==> src/rtl/fp_pkg.sv <==
// Shared floating-point definitions: field widths, significand bit positions,
// FSM encoding and packed special values used by the FPU datapath stages.
package fp_pkg;

    localparam int EXP_W    = 8;
    localparam int FRAC_W   = 23;
    localparam int MANT_W   = FRAC_W + 5;
    localparam int XEXP_W   = EXP_W + 2;
    localparam int EXP_BIAS = 127;
    localparam int EXP_MAX  = 255;

    // Significand layout: ovf | hidden | fraction | G | R | S
    localparam int BIT_OVF = MANT_W - 1;
    localparam int BIT_HID = MANT_W - 2;
    localparam int BIT_LSB = 3;
    localparam int BIT_G   = 2;
    localparam int BIT_R   = 1;
    localparam int BIT_S   = 0;

    localparam logic [31:0] POS_INF = 32'h7F80_0000;
    localparam logic [31:0] NEG_INF = 32'hFF80_0000;
    localparam logic [31:0] ZERO    = 32'h0000_0000;

    typedef enum logic [2:0] {
        ST_IDLE,
        ST_CHECK,
        ST_SHIFT,
        ST_ROUND,
        ST_RENORM,
        ST_PACK
    } state_t;

    typedef logic signed [XEXP_W-1:0] xexp_t;

endpackage

==> src/rtl/arredonda_rne.sv <==
// Round-to-nearest-even on a hidden.fraction.GRS significand; returns the
// rounded hidden+fraction and the carry out of the hidden bit.
module arredonda_rne
    import fp_pkg::*;
(
    input  logic [MANT_W-2:0] i_mant,
    output logic [FRAC_W:0]   o_sig,
    output logic              o_carry
);

    logic              w_inc;
    logic [FRAC_W+1:0] w_sum;

    assign w_inc   = i_mant[BIT_G] & (i_mant[BIT_R] | i_mant[BIT_S] | i_mant[BIT_LSB]);
    assign w_sum   = {1'b0, i_mant[BIT_HID:BIT_LSB]} + {{(FRAC_W+1){1'b0}}, w_inc};
    assign o_sig   = w_sum[FRAC_W:0];
    assign o_carry = w_sum[FRAC_W+1];

endmodule

==> src/rtl/fp_normaliza_arredonda.sv <==
// Post-ALU stage: normalizes the raw significand, rounds RNE, detects
// over/underflow and packs an IEEE-754 single-precision result.
module fp_normaliza_arredonda
    import fp_pkg::*;
(
    input  logic              clk,
    input  logic              reset,
    input  logic              start,
    input  logic              sinal,
    input  logic [EXP_W-1:0]  exp_in,
    input  logic [MANT_W-1:0] mant_in,
    output logic [31:0]       s,
    output logic              finish,
    output logic              busy,
    output logic              overflow,
    output logic              underflow,
    output state_t            dbg_state
);

    state_t            r_state, w_state_nxt;
    logic              r_sign, w_sign_nxt;
    xexp_t             r_exp, w_exp_nxt, w_exp_dec, w_exp_inc;
    logic [MANT_W-1:0] r_mant, w_mant_nxt, w_mant_shl, w_mant_shr;
    logic              r_zero, w_zero_nxt;
    logic [31:0]       r_s, w_s_pack;
    logic              r_ovf, r_unf, w_ovf_pack, w_unf_pack;
    logic [FRAC_W:0]   w_sig_rnd;
    logic              w_carry_rnd;

    arredonda_rne u_rne (
        .i_mant  (r_mant[MANT_W-2:0]),
        .o_sig   (w_sig_rnd),
        .o_carry (w_carry_rnd)
    );

    assign w_exp_dec  = r_exp - xexp_t'(1);
    assign w_exp_inc  = r_exp + xexp_t'(1);
    assign w_mant_shl = r_mant << 1;
    // The bit pushed out on a right shift must survive as sticky.
    assign w_mant_shr = {1'b0, r_mant[MANT_W-1:2], r_mant[1] | r_mant[0]};

    always_ff @(posedge clk) begin
        if (reset) r_state <= ST_IDLE;
        else       r_state <= w_state_nxt;
    end

    always_comb begin
        w_state_nxt = r_state;
        w_sign_nxt  = r_sign;
        w_exp_nxt   = r_exp;
        w_mant_nxt  = r_mant;
        w_zero_nxt  = r_zero;
        case (r_state)
            ST_IDLE: begin
                if (start) begin
                    w_sign_nxt  = sinal;
                    w_exp_nxt   = xexp_t'({2'b00, exp_in});
                    w_mant_nxt  = mant_in;
                    w_zero_nxt  = 1'b0;
                    w_state_nxt = ST_CHECK;
                end
            end
            ST_CHECK: begin
                if (r_mant == '0) begin
                    w_zero_nxt  = 1'b1;
                    w_state_nxt = ST_PACK;
                end else if (r_mant[BIT_OVF]) begin
                    w_mant_nxt  = w_mant_shr;
                    w_exp_nxt   = w_exp_inc;
                    w_state_nxt = ST_ROUND;
                end else if (r_mant[BIT_HID]) begin
                    w_state_nxt = ST_ROUND;
                end else begin
                    w_state_nxt = ST_SHIFT;
                end
            end
            ST_SHIFT: begin
                w_exp_nxt = w_exp_dec;
                if (w_exp_dec <= xexp_t'(0)) begin
                    w_mant_nxt  = '0;
                    w_state_nxt = ST_PACK;
                end else begin
                    w_mant_nxt = w_mant_shl;
                    if (w_mant_shl[BIT_HID]) w_state_nxt = ST_ROUND;
                end
            end
            ST_ROUND: begin
                w_mant_nxt  = {w_carry_rnd, w_sig_rnd, 3'b000};
                w_state_nxt = w_carry_rnd ? ST_RENORM : ST_PACK;
            end
            ST_RENORM: begin
                w_mant_nxt  = w_mant_shr;
                w_exp_nxt   = w_exp_inc;
                w_state_nxt = ST_PACK;
            end
            ST_PACK: w_state_nxt = ST_IDLE;
            default: w_state_nxt = ST_IDLE;
        endcase
    end

    // Packed from next-cycle values so s is already valid while finish is high.
    always_comb begin
        w_s_pack   = {w_sign_nxt, w_exp_nxt[EXP_W-1:0], w_mant_nxt[BIT_HID-1:BIT_LSB]};
        w_ovf_pack = 1'b0;
        w_unf_pack = 1'b0;
        if (w_zero_nxt) begin
            w_s_pack = {w_sign_nxt, ZERO[30:0]};
        end else if (w_exp_nxt >= xexp_t'(EXP_MAX)) begin
            w_s_pack   = w_sign_nxt ? NEG_INF : POS_INF;
            w_ovf_pack = 1'b1;
        end else if (w_exp_nxt <= xexp_t'(0)) begin
            w_s_pack   = {w_sign_nxt, ZERO[30:0]};
            w_unf_pack = 1'b1;
        end
    end

    always_ff @(posedge clk) begin
        if (reset) begin
            r_sign <= 1'b0;
            r_exp  <= '0;
            r_mant <= '0;
            r_zero <= 1'b0;
            r_s    <= '0;
            r_ovf  <= 1'b0;
            r_unf  <= 1'b0;
        end else begin
            r_sign <= w_sign_nxt;
            r_exp  <= w_exp_nxt;
            r_mant <= w_mant_nxt;
            r_zero <= w_zero_nxt;
            if (r_state == ST_IDLE && start) begin
                r_ovf <= 1'b0;
                r_unf <= 1'b0;
            end else if (w_state_nxt == ST_PACK) begin
                r_s   <= w_s_pack;
                r_ovf <= w_ovf_pack;
                r_unf <= w_unf_pack;
            end
        end
    end

    always_comb begin
        busy   = (r_state != ST_IDLE);
        finish = (r_state == ST_PACK);
    end

    assign s         = r_s;
    assign overflow  = r_ovf;
    assign underflow = r_unf;
    assign dbg_state = r_state;

endmodule

==> config.mk <==
export PLATFORM = sky130hd
export DESIGN_NAME = fp_normaliza_arredonda
export DESIGN_NICKNAME = d
export VERILOG_FILES = /design/src/rtl/fp_pkg.sv /design/src/rtl/arredonda_rne.sv /design/src/rtl/fp_normaliza_arredonda.sv
export SDC_FILE = /design/constraint.sdc
export NUM_CORES = 1
export LEC_CHECK = 0
export CORE_ASPECT_RATIO = 0.75
export CORE_MARGIN = 5
export CORE_UTILIZATION = 40
export DETAILED_ROUTE_END_ITERATION = 7
export GPL_TIMING_DRIVEN = 0
export PLACE_DENSITY_LB_ADDON = 0.25
export REMOVE_ABC_BUFFERS = 1
export SLEW_MARGIN = 20
export SYNTH_ARGS = -nofsm -noshare
export SYNTH_HDL_FRONTEND = slang
export SYNTH_SLANG_ARGS = --single-unit
==> constraint.sdc <==
create_clock -name clk -period 6.1 [get_ports clk]
set_input_delay 1.525 -clock clk [delete_from_list [all_inputs] [get_ports clk]]
set_output_delay 1.525 -clock clk [all_outputs]
set_load 0.01 [all_outputs]
After elaboration in Yosys (flattened, before gate mapping)

Index checks and enable logic that the tools add are counted.
W data, S select, Z words.

$add $sub $neg: 3
Magnitude comparators: 3
Eq/ne operators: 9
Mux-type cells: 31
Bitwise operators: 4
Reduce and logical (&&, ||, !) cells: 9

Operator list:

| cell                    | number |
|---|---|
| $pmux W28 S5            | 1 |
| $mux W32                | 3 |
| $mux W28                | 3 |
| $pmux W10 S4            | 1 |
| $mux W31                | 1 |
| $mux W10                | 3 |
| $logic_not A28 Y1       | 1 |
| $mux W27                | 1 |
| $add A24 B1 Y25         | 1 |
| $le A10 B1 Y1 const B   | 2 |
| $pmux W3 S5             | 1 |
| $mux W1                 | 12 |
| $mux W3                 | 4 |
| $add A10 B2 Y10 const B | 1 |
| $ge A10 B9 Y1 const B   | 1 |
| $sub A10 B2 Y10 const B | 1 |
| $eq A3 B3 Y1 const B    | 3 |
| $eq A3 B2 Y1 const B    | 2 |
| $ne A2 B2 Y1 const B    | 3 |
| $reduce_bool A5 Y1      | 1 |
| $reduce_and A4 Y1       | 1 |
| $eq A3 B1 Y1 const B    | 1 |
| $logic_not A3 Y1        | 1 |
| $reduce_and A3 Y1       | 1 |
| other kinds (8)         | 9 |

Register bits after elaboration: 77
Bits of input ports: 40
Output and inout bits: 39
Word-level logic and storage cells: 69

Longest topological paths before layout

Depth in word-level cells: 8
Gate-level depth with buffers: 14
Depth with buffers taken out: 10

Hierarchy

Synthesis repeated with hierarchy kept, for this count alone.

Cell total of the unflattened synthesis: 601
Area, all modules: 4967.3 µm²

Modules (own cells, without submodules):

| module                 | instances | cells each | area an instance (µm²) | seq. area each (µm²) |
|---|---|---|---|---|
| fp_normaliza_arredonda | 1         | 535        | 4500.6                 | 1541.5 |
| arredonda_rne          | 1         | 66         | 466.7                  | 0.0 |

Worst setup path before layout

No wires, ideal clock.

Path type: input to register
From: in start
To: reg r_s[10] (netlist: s[10])
Setup time: 117 ps
Data arrival time: 3733 ps
Data required time: 5983 ps
Slack: 2250 ps
Stages: 11
Path buffers: 3
Cells stage by stage: clkbuf_1 nand2b_1 nand3_1 nand3b_1 a221oi_1 nand2b_1 or4_1 and3_1 buf_6 buf_8 a22o_1

Longest elaborated chain between the ends: 6
Elaborated cells on any way between the ends: 17
Classes of those cells: order compare: 2; eq/ne: 1; mux: 11; bitwise: 1; reduce/logical: 2

Ends and longest elaborated chain:

| what                   | RTL line                      | source |
|---|---|---|
| start: declaration     | fp_normaliza_arredonda.sv:8   | `input logic start,` |
| $mux W10               | fp_normaliza_arredonda.sv:55  | `if (start) begin` |
| $pmux W10 S4           | fp_normaliza_arredonda.sv:53  | `case (r_state)` |
| $le A10 B1 Y1          | fp_normaliza_arredonda.sv:111 | `end else if (w_exp_nxt <= xexp_t'(0)) begin` |
| $mux W31               | fp_normaliza_arredonda.sv:111 |  |
| $mux W32               | fp_normaliza_arredonda.sv:108 | `end else if (w_exp_nxt >= xexp_t'(EXP_MAX)) begin` |
| $mux W32               | fp_normaliza_arredonda.sv:106 | `if (w_zero_nxt) begin` |
| end signal: assignment | fp_normaliza_arredonda.sv:135 | `r_s <= w_s_pack;` |
| end: declaration       | fp_normaliza_arredonda.sv:25  | `logic [31:0] r_s, w_s_pack;` |

Parallel ways exist; a longest one is shown, timed or not. The select of a mux whose other input is x is not followed.
A chain may end at the register's enable or synchronous reset.

Worst setup path in the final report

From: in start
To: reg r_s[1] (netlist: s[1])

Same word-level chain as after synthesis.

==> flow_summary.ini <==
[status]
status = finished, final reports clean

[placement]
io_buffers = 78
dp_slack_ns = 0.2204
placed_area_um2 = 5548
dp_hpwl_um = 11040
globalplace.congestion = 0.9233
dp.cells = 791

[synthesis]
syn-instance-count = 603
synth-seq-cells = 77
syn_area_um2 = 4760
syn-mean-instance-area_um2 = 7.893
ys_seq_area_share_pct = 32.39
yosysTopAreaCellShare_pct = 32.39
yosysMostFrequentCell = dfxtp_1
yosysWarnings = 0
synth_top_area_cell = dfxtp_1
synth_cell_types = 69
synth-main-ff-cell = dfxtp_1
synth-async-reset-ratio_pct = 0
synth_edf_count = 0
netlist_top_cells_count = 77 x dfxtp_1, 57 x nand2_1, 54 x nor2_1
synth.area.top_cells = dfxtp_1 32%, o21ai_0 5.5%, nand2_1 4.5%, a22o_1 4.4%, nor2_1 4.3%

[floorplanning]
start_util_pct = 40.98
num_rows = 34
die_w_um = 136.0
dieArea_um2 = 14200
die_h_um = 104.5
core_um2 = 11610
io_pins = 79

[setup_path]
start_kind = primary input
cp_max_fo = 23
cp_cell_sequence = clkdlybuf4s50_1, nor2_1, o32ai_4, nand2_1, a222oi_1, nand3_1, or4_1, and3_1, a22o_1
cp_data_required_time_ns = 6.33
r2r_cells = 7
cp-end-kind = flip-flop
crit_type = primary input to flip-flop
critPathMaxStageDelay_ns = 0.90
critPathArrivalTime_ns = 5.86
crit_slowest_cell = clkdlybuf4s50_1

[cts]
numCtsBuffers = 9
cts_tree = built
cts_resized = 0
htreeDepth = 3
cts.path.max_buffers = 2
hold_buffers = 0
post_cts.repair.setup_buffers = 0
cts-root-buf = clkbuf_16
clkSinkCount = 77
clk-insertion-delay-late_ns = 0.34
path_clk_slew_ns = 0.06

[global_routing]
grt.overflow.total = 0
grt_max_degree = 33
gr-usage-all-layers_pct = 21.81
antenna_found_initial = 0
grt_pass1_wl_um = 25120
grt_pass1_vias = 4649

[layout]
antenna_cells = 0
finalInstanceArea_um2 = 5873
drive_gt1_share_pct = 7.287
stdcell_count = 807
final_core_util_pct = 50.57
fillerInstances = 1125
final_nets = 684
areaGrowthSynthToFinish_pct = 23.40

[sta]
setup-violations-final = 0
fin_hold_ws_ns = 0.4582
hold_viol_final = 0
min_period_over_period_pct = 92.28
fin_ws_ns = 0.4708
grt_setup_unrepaired = false
fmax_mhz = 177.6
min_period_ns = 5.629
timing.slew.headroom_pct = 22.41
fin_skew_ns = 0.008074
tightest_slew_ns = 1.162
report.final.slew_viol_count = 0

[drt]
num_vias = 4889
drtPass1Iterations = 6
ant_nets = 0
wire_per_inst_um = 19.38
drtIter0Drc = 571
viasPerCell = 6.058
drc = 0
wirelength_um = 15640

[power]
power.density_nw_per_um2 = 520.1
peakVddDrop_v = 0.0002033
p_leak_nw = 2.072

[worst_hold_path]
min_path_type = flip-flop to flip-flop
hold_depth = 2

[run]
drv_cap = 0
## cells by family after synthesis
logic type	count (synthesis)	share of synthesized area [%]
AOI/OAI and AO/OA	205	31.20
xor gates and xnor gates	11	2.024
adders and majority gates	4	1.052
buffers and inverters	76	7.571
DFF	77	32.39
muxes	8	1.683
and+or+nand+nor	222	24.08
## flip-flops by register name, indices dropped and copies added, names as in the netlist
| register | cells |
|---|---|
| dbg_state | 3 |
| r_zero | 1 |
| r_sign | 1 |
| r_mant | 28 |
| r_exp | 10 |
| s | 32 |
| underflow | 1 |
| overflow | 1 |
## cell usage in the layout, fill, tap and decap left out, types with 11 or more instances in the layout
| cell | Yosys | routed |
|---|---|---|
| nor3_1 | 20 | 20 |
| clkdlybuf4s50_1 | 0 | 77 |
| dfxtp_1 | 77 | 76 |
| a221oi_1 | 15 | 15 |
| nand2_1 | 57 | 57 |
| nor2_1 | 54 | 53 |
| a21oi_1 | 35 | 35 |
| o21ai_0 | 52 | 52 |
| a222oi_1 | 11 | 11 |
| nand3_1 | 16 | 16 |
| inv_1 | 18 | 18 |
| a22o_1 | 24 | 24 |
## worst max-delay path, delay by kind of cell
| kind | cells | cell delay [ns] |
|---|---|---|
| AO/OA/AOI/OAI | 3 | 1.63 |
| buffers and inverters | 1 | 0.90 |
| AND/OR/NAND/NOR | 5 | 1.79 |
## through the flow
| step | setup TNS [ns] | power, mW |
|---|---|---|
| finish | 0 | 3.055 |
| global placement | -32.40 | 2.376 |
| global route | 0 | 3.271 |
| detailed placement | 0 | 2.437 |
| floorplan | 0 | 1.831 |
| CTS | 0 | 3.039 |
## per-layer routing
| metal | part of all wire [%] | wire length (µm) | GRT usage [%] | up-vias |
|---|---|---|---|---|
| li1 | - | - | - | 2339 |
| met1 | 48 | 7491 | 32.58 | 2326 |
| met2 | 41 | 6481 | 30.82 | 209 |
| met3 | 9.8 | 1532 | 6.238 | 15 |
| met4 | 0.84 | 131 | 4.820 | 0 |
| met5 | 0 | 0 | 0 | - |
## power by group
| part | switching (mW) | internal, mW |
|---|---|---|
| Sequential | 0.298 | 0.640 |
| Clock | 0.227 | 0.363 |
| Combinational | 0.898 | 0.628 |
## area by class of cell
class                   instances  area (µm²)  share of cell area, %
well taps                     162       202.7                  3.451
multi-input cells             450        2872                  48.89
repair buffers                 84       863.3                  14.70
clock inverters                 6       96.34                  1.640
clock buffers                  10       229.0                  3.899
flip-flops and latches         77        1543                  26.27
inverters                      18       67.56                  1.150
## final timing paths
path / start / to / slack [ns]
max: start / s[1] / 0.47
min: s[24] / s[24] / 0.46
max reg2reg: dbg_state[2] / s[1] / 1.20
min reg2reg: s[24] / s[24] / 0.46
(Power assumes the default switching activity.)
